<file path="src/rtl/serial_subtractor_pkg.sv">
`default_nettype none
// ---------------------------------------------------------------------------
// serial_subtractor_pkg : shared state encoding and default operand width
// Revision: 1.0
// ---------------------------------------------------------------------------
package serial_subtractor_pkg;

  localparam int DEFAULT_WIDTH = 8;

  typedef enum logic [1:0] {
    S_IDLE  = 2'd0,
    S_SHIFT = 2'd1,
    S_DONE  = 2'd2
  } state_t;

endpackage
`default_nettype wire

</file>
<file path="src/rtl/serial_subtractor_if.sv">
`default_nettype none
// ---------------------------------------------------------------------------
// serial_subtractor_if : start/done request and result bundle
// Revision: 1.0
// ---------------------------------------------------------------------------
interface serial_subtractor_if #(
  parameter int WIDTH = 8
);
  logic             start;
  logic [WIDTH-1:0] a;
  logic [WIDTH-1:0] b;
  logic             busy;
  logic             done;
  logic [WIDTH-1:0] diff;
  logic             borrow_out;

  modport master (
    output start, a, b,
    input  busy, done, diff, borrow_out
  );

  modport slave (
    input  start, a, b,
    output busy, done, diff, borrow_out
  );
endinterface
`default_nettype wire

</file>
<file path="src/rtl/full_sub.sv">
`default_nettype none
// ---------------------------------------------------------------------------
// full_sub : one-bit full subtractor built from two half subtractors
// Revision: 1.0
// ---------------------------------------------------------------------------
module full_sub (
  input  wire logic a,
  input  wire logic b,
  input  wire logic bin,
  output logic      diff,
  output logic      bout
);
  logic d1;
  logic b1;
  logic b2;

  half_sub u_hs_ab (
    .a      (a),
    .b      (b),
    .diff   (d1),
    .borrow (b1)
  );

  // Second stage subtracts the incoming borrow from the partial difference.
  half_sub u_hs_bin (
    .a      (d1),
    .b      (bin),
    .diff   (diff),
    .borrow (b2)
  );

  assign bout = b1 | b2;
endmodule
`default_nettype wire

</file>
<file path="src/rtl/half_sub.sv">
`default_nettype none
// ---------------------------------------------------------------------------
// half_sub : one-bit half subtractor (a - b)
// Revision: 1.0
// ---------------------------------------------------------------------------
module half_sub (
  input  wire logic a,
  input  wire logic b,
  output logic      diff,
  output logic      borrow
);
  assign diff   = a ^ b;
  assign borrow = ~a & b;
endmodule
`default_nettype wire

</file>
<file path="src/rtl/serial_subtractor.sv">
`default_nettype none
// ---------------------------------------------------------------------------
// serial_subtractor : bit-serial a - b, LSB first, with start/done handshake
// Revision: 1.0
// ---------------------------------------------------------------------------
module serial_subtractor
  import serial_subtractor_pkg::*;
#(
  parameter int WIDTH = DEFAULT_WIDTH
) (
  input  wire logic           clk,
  input  wire logic           rst,
  serial_subtractor_if.slave  bus
);
  localparam int CNT_W = (WIDTH > 1) ? $clog2(WIDTH) : 1;
  localparam logic [CNT_W-1:0] LAST = CNT_W'(WIDTH - 1);

  state_t           state;
  logic [WIDTH-1:0] sa;
  logic [WIDTH-1:0] sb;
  logic [WIDTH-1:0] sr;
  logic [CNT_W-1:0] cnt;
  logic             bq;
  logic             busy_q;
  logic             done_q;
  logic [WIDTH-1:0] diff_q;
  logic             borrow_q;

  logic             d;
  logic             bout;
  logic [WIDTH-1:0] sr_next;

  full_sub u_cell (
    .a    (sa[0]),
    .b    (sb[0]),
    .bin  (bq),
    .diff (d),
    .bout (bout)
  );

  assign sr_next = {d, sr[WIDTH-1:1]};

  always_ff @(posedge clk) begin
    if (rst) begin
      state    <= S_IDLE;
      sa       <= '0;
      sb       <= '0;
      sr       <= '0;
      cnt      <= '0;
      bq       <= 1'b0;
      busy_q   <= 1'b0;
      done_q   <= 1'b0;
      diff_q   <= '0;
      borrow_q <= 1'b0;
    end else begin
      case (state)
        // DONE accepts a new request exactly like IDLE, enabling back-to-back ops.
        S_IDLE, S_DONE: begin
          done_q <= 1'b0;
          if (bus.start) begin
            sa     <= bus.a;
            sb     <= bus.b;
            sr     <= '0;
            bq     <= 1'b0;
            cnt    <= '0;
            busy_q <= 1'b1;
            state  <= S_SHIFT;
          end else begin
            state  <= S_IDLE;
          end
        end
        S_SHIFT: begin
          sr  <= sr_next;
          sa  <= sa >> 1;
          sb  <= sb >> 1;
          bq  <= bout;
          cnt <= cnt + 1'b1;
          if (cnt == LAST) begin
            diff_q   <= sr_next;
            borrow_q <= bout;
            done_q   <= 1'b1;
            busy_q   <= 1'b0;
            state    <= S_DONE;
          end
        end
        default: state <= S_IDLE;
      endcase
    end
  end

  assign bus.busy       = busy_q;
  assign bus.done       = done_q;
  assign bus.diff       = diff_q;
  assign bus.borrow_out = borrow_q;
endmodule
`default_nettype wire

</file>
<file path="src/flat_wrapper.sv">
// flat-port wrapper written by rule: the top's interface ports become plain ports
module serial_subtractor_flat import serial_subtractor_pkg::*;
#(
  parameter int WIDTH = DEFAULT_WIDTH
)
  (clk, rst, bus_start, bus_a, bus_b, bus_busy, bus_done, bus_diff, bus_borrow_out);
  serial_subtractor_if #(.WIDTH(WIDTH)) bus_i ();
  input  wire logic clk;
  input  wire logic rst;
  input wire logic [$bits(bus_i.start)-1:0] bus_start;
  input wire logic [$bits(bus_i.a)-1:0] bus_a;
  input wire logic [$bits(bus_i.b)-1:0] bus_b;
  output wire logic [$bits(bus_i.busy)-1:0] bus_busy;
  output wire logic [$bits(bus_i.done)-1:0] bus_done;
  output wire logic [$bits(bus_i.diff)-1:0] bus_diff;
  output wire logic [$bits(bus_i.borrow_out)-1:0] bus_borrow_out;
  assign bus_i.start = bus_start;
  assign bus_i.a = bus_a;
  assign bus_i.b = bus_b;
  assign bus_busy = bus_i.busy;
  assign bus_done = bus_i.done;
  assign bus_diff = bus_i.diff;
  assign bus_borrow_out = bus_i.borrow_out;
  serial_subtractor #(.WIDTH(WIDTH)) u_core (.clk(clk), .rst(rst), .bus(bus_i));
endmodule
</file>
<file path="config.mk">
export PLATFORM = sky130hd
export DESIGN_NAME = serial_subtractor_flat
export DESIGN_NICKNAME = d
export VERILOG_FILES = /design/src/rtl/serial_subtractor_pkg.sv /design/src/rtl/serial_subtractor_if.sv /design/src/rtl/full_sub.sv /design/src/rtl/half_sub.sv /design/src/rtl/serial_subtractor.sv /design/src/flat_wrapper.sv
export SDC_FILE = /design/constraint.sdc
export NUM_CORES = 1
export LEC_CHECK = 0
export CAP_MARGIN = 15
export CORE_ASPECT_RATIO = 1.4
export CORE_MARGIN = 4
export CORE_UTILIZATION = 55
export DETAILED_ROUTE_END_ITERATION = 10
export PLACE_DENSITY = 0.83
export SLEW_MARGIN = 40
export SYNTH_ARGS = -nofsm -noshare
export SYNTH_HDL_FRONTEND = slang
export SYNTH_SLANG_ARGS = --single-unit
</file>
<file path="constraint.sdc">
create_clock -name clk -period 2 [get_ports clk]
set_input_delay 0.2 -clock clk [delete_from_list [all_inputs] [get_ports clk]]
set_output_delay 0.2 -clock clk [all_outputs]
set_load 0.03 [all_outputs]
</file>
# Word-level counts from Yosys, hierarchy flattened
# Index checks and enable logic that the tools add are counted.
totals:
  latch_bits: 0
  register_bits: 41
  mem_count: 0
  ram_bits: 0
  romBits: 0
  output_inout_bits: 11
  word_cells: 48
op_classes:
  multipliers: 0
  n_shift: 0
  eq_ne: 5
  n_mux: 18
  n_div: 0
  add_sub_neg: 1
  n_lt_le_gt_ge: 0
  reduce_logical: 7
  bitwise: 7
op_table:
  columns: ["op", "count"]
  rows:
  - ["$pmux 8 s2", 3]
  - ["$mux 8", 3]
  - ["$pmux 1 s2", 3]
  - ["$pmux 3 s2", 1]
  - ["$reduce_and 2->1", 3]
  - ["$mux 1", 5]
  - ["$pmux 2 s2", 1]
  - ["$add 3x1->3 const B", 1]
  - ["$eq 3x3->1 const B", 1]
  - ["$mux 3", 1]
  - ["$reduce_and 3->1", 1]
  - ["$and 1x1->1", 2]
  - ["$eq 2x1->1 const B", 1]
  - ["$eq 2x2->1 const B", 1]
  - ["$logic_not 2->1", 1]
  - ["$mux 2", 1]
  - ["$ne 2x1->1 const B", 1]
  - ["$ne 2x2->1 const B", 1]
  - ["$not 1->1", 2]
  - ["$reduce_bool 2->1", 1]
  - ["$reduce_or 2->1", 1]
  - ["$xor 1x1->1", 2]
  - ["$or 1x1->1", 1]

# Longest topological paths before layout
depth:
  word_depth: 5
  ltp_mapped: 6

# Hierarchy
# From an unflattened synthesis, not the netlist that was laid out.
unflattened:
  cells_unflattened: 201
  hier_area_um2: 1667.8
modules_own_cells:
  columns: ["mod", "instances", "cells_per_inst", "area_per_inst_um2"]
  rows:
  - ["serial_subtractor", 1, 194, 1621.6]
  - ["half_sub", 2, 3, 20.0]
  - ["full_sub", 1, 1, 6.3]

# Worst setup path before layout
# Ideal clock, no wire load.
synth_path:
  kind: "register to register"
  from: "register u_core.cnt[0]"
  to: "register u_core.diff_q[0], in the netlist u_core.bus.diff[0]"
  period_less_slack_ps: 1307
  arrival_time_ps: 1237
  setup_slack_ps: 693
  stages_incl_launch_ff: 7
  cell_sequence: "dfxtp_1 ha_1 ha_1 nand3b_1 clkbuf_1 nand2_1 a21oi_1"
synth_via:
  elab_chain_len: 2
synth_rtl:
  columns: ["item", "line", "text"]
  rows:
  - ["from (decl)", "serial_subtractor.sv:22", "logic [CNT_W-1:0] cnt;"]
  - ["from (signal assigned)", "serial_subtractor.sv:77", "cnt <= cnt + 1'b1;"]
  - ["$eq 3x3->1", "serial_subtractor.sv:78", "if (cnt == LAST) begin"]
  - ["$reduce_and 2->1 (no line)", null, null]
  - ["to (signal assigned)", "serial_subtractor.sv:79", "diff_q <= sr_next;"]
  - ["to (decl)", "serial_subtractor.sv:26", "logic [WIDTH-1:0] diff_q;"]
# No other way between the ends.
# A chain may end at the register's enable or synchronous reset.

# Worst setup path in the final report
layout_path:
  from: "register u_core.busy_q, in the netlist u_core.bus.busy"
  to: "output bus_busy"
layout_rtl:
  columns: ["item", "line", "text"]
  rows:
  - ["from (decl)", "serial_subtractor.sv:24", "logic busy_q;"]
  - ["from (signal assigned)", "serial_subtractor.sv:51", "busy_q <= 1'b0;"]
  - ["from (signal assigned)", "serial_subtractor.sv:66", "busy_q <= 1'b1;"]
  - ["from (signal assigned)", "serial_subtractor.sv:82", "busy_q <= 1'b0;"]
  - ["to (decl)", "flat_wrapper.sv:13", "output wire logic [$bits(bus_i.busy)-1:0] bus_busy;"]
# No word-level cell between the ends.

==> run_results.csv <==
group,metric,value,unit
status,status,"complete, no violations",
worst_hold_path,hp-class,"in -> reg",
global_route,grt_usage,0.1896,
sta,tns,0,ps
sta,setup_viol,0,
power,p_leak,0.7232,nW
final_layout,multi_input_area,732.0,sq um
synth,synth_cell_types,20,
global_route,grt_pass1_wl,5333,um
cts,clk-insertion-delay-late,290,ps
final_layout,syn_to_final_growth,22.71,%
floorplanning,row_count,23,
cts,cts_setup_buffers,0,
final_layout,fillers,252,
worst_setup_path,start_kind,"flop",
route,drt_first_pass_iters,4,
sta,relSlewSlack,0.7003,
synth,synthMuxAreaShare,0,
floorplanning,start_util,0.5704,
worst_setup_path,crit_arrival,1320,ps
synth,syn_area,1642,sq um
sta,rsz0062_at_grt,"no",
sta,skew,7.571,ps
route,drtIter0Drc,53,
synth,synth-main-ff-cell,"dfxtp_1",
floorplanning,die_w,54.17,um
sta,maxSlewViolCount,0,
global_route,antenna_found_initial,0,
floorplanning,die_h,72.64,um
final_layout,seqCellArea,800.8,sq um
worst_setup_path,critPathBufInv,1,
synth,synthSimpleGateAreaFrac,0.2416,
synth,yosysMostFrequentCell,"nand2_1",
sta,min_period_over_period,0.7587,
floorplanning,pin_count,30,
cts,clockBufferDepth,2,
cts,clkSinkCount,40,
placed_design,dp_worst_setup_slack,494.2,ps
final_layout,n_antenna_cell,0,
sta,fmax,659.0,MHz
synth,synth.top_cell.area_share,0.4878,
power,power_density,796.9,nW/um^2
sta,tightest_slew,448.2,ps
cts,cts_buffers,5,
global_route,grt_pass1_vias,1291,
synth,synthArstFlopShare,0,
route,drtAntennaViolNets,0,
synth,synthAdderAreaFrac,0.02744,
worst_setup_path,cp-end-kind,"output pin",
sta,layout_setup_ws,482.5,ps
synth,syn_nets,218,
synth,ys_seq_area_frac,0.4878,
synth,synthTopCellsByArea,"dfxtp_1, nand2_1, a21oi_1",
worst_setup_path,max_stage_delay,680,ps
cts,cts_resized,0,
synth,netlist_instances,196,
worst_setup_path,cp_top_family,"buffers and inverters",
global_route,grt_max_degree,41,
cts,h-tree-depth,2,
route,drc,0,
power,peakVddDrop,0.6474,mV
synth,synth-xor-area-share,0,
placed_design,port_buffers,29,
synth,synth_top_area_cell,"dfxtp_1",
floorplanning,core,2878,sq um
synth,synth_compound_area_frac,0.1768,
worst_setup_path,path_class,"reg -> out",
worst_setup_path,worstPathMaxFanout,2,
final_layout,layout-drive-gt1-share,0.09009,
placed_design,dp_hpwl,2198,um
cts,cts_tree,"built",
worst_setup_path,path_cells,"clkdlybuf4s50_1",
synth,synth_top_family_by_area,"simple AND/OR/NAND/NOR gates",
worst_setup_path,cp.required,1800,ps
cts,clk_pin_slew,70,ps
floorplanning,dieArea,3935,sq um
final_layout,final_nets,243,
synth,synthTopCellsByCount,"nand2_1, dfxtp_1, a21oi_1",
synth,ys_seq_elements,40,
sta,hold_ws,448.9,ps
route,vias,1424,
global_route,gr-total-overflow,0,
sta,final_hold_viol_count,0,
placed_design,place.gp.congestion,0.7138,
route,wire_per_inst,12.58,um
cts,root_buffer,"clkbuf_8",
flow_run,drv_cap,0,
sta,min_period,1517,ps
cts,postCtsHoldBufs,0,
synth,synth_edf_count,0,
route,via_per_inst,5.498,
synth,yosys_warnings,0,
route,postRouteWirelength,3258,um
worst_setup_path,cpMaxStageDelayCell,"clkdlybuf4s50_1",
synth,syn_area_per_cell,8.375,sq um
[metal layers]
metal  routed length, um  share of wire  GRT usage
met2                1757           0.54     0.3249
met4                  73          0.022     0.1053
met3                 203          0.062    0.06135
met5                   0              0          0
met1                1223           0.38     0.1948
[placed cells by master, fill, tap and decap left out, types with 2 or more instances in the layout]
master	n
nand2_1	56
dfxtp_1	40
clkdlybuf4s50_1	29
a21oi_1	23
nor2_1	18
nand3_1	13
a311oi_1	8
a311oi_2	6
clkbuf_8	6
buf_4	6
nand2b_1	4
inv_1	2
nor2b_1	2
ha_1	2
clkinv_2	2
[power by group]
group | internal [mW] | switching (mW) | leakage (nW) | total [mW]
registers | 0.835 | 0.0235 | 0.326 | 0.858
clock network | 0.275 | 0.271 | 0.0510 | 0.546
logic | 0.0916 | 0.109 | 0.346 | 0.201
[cell type report]
cell class                 instances  share of cell area
timing repair buffer              35              0.1665
tap                               37             0.02298
clock buffer                       6             0.04099
inverter                           2            0.003727
multi-input combinational        137              0.3634
sequential                        40              0.3975
clock inverter                     2            0.004969
[path summary, 6_finish.rpt]
| check | slack (ps) | start | endpoint | depth (start not counted) |
|---|---|---|---|---|
| setup / recovery | 480 | u_core.bus.busy | bus_busy | 1 |
| hold / removal | 450 | bus_a[7] | u_core.sa[7] | 3 |
| hold reg to reg | 450 | u_core.bus.diff[3] | u_core.bus.diff[3] | 2 |
| setup reg to reg | 520 | u_core.cnt[0] | u_core.bus.busy | 5 |
[cell families after synthesis]
family                   count (synthesis)
adder cells (fa/ha/maj)                  3
AND/OR/NAND/NOR                         95
flip-flops                              40
AO/OA/AOI/OAI                           39
buffers and inverters                   19
[registers in the layout, summed over array words and instances (netlist names)]
| name | count |
|---|---|
| u_core.bus.done | 1 |
| u_core.state | 2 |
| u_core.bus.diff | 8 |
| u_core.sr | 7 |
| u_core.bq | 1 |
| u_core.sb | 8 |
| u_core.cnt | 3 |
| u_core.bus.busy | 1 |
| u_core.bus.borrow_out | 1 |
| u_core.sa | 8 |
[per-stage QoR]
step | utilization | std cells | instance area, sq um | total power [mW]
finish | 0.7000 | 259 | 2014 | 1.605
global route | 0.7000 | 259 | 2014 | 1.672
CTS | 0.7000 | 259 | 2014 | 1.610
detailed placement | 0.6678 | 251 | 1922 | 1.076
global placement | 0.6678 | 251 | 1922 | 1.064
floorplan | - | 196 | 1642 | 1.014
(Power assumes the default switching activity.)
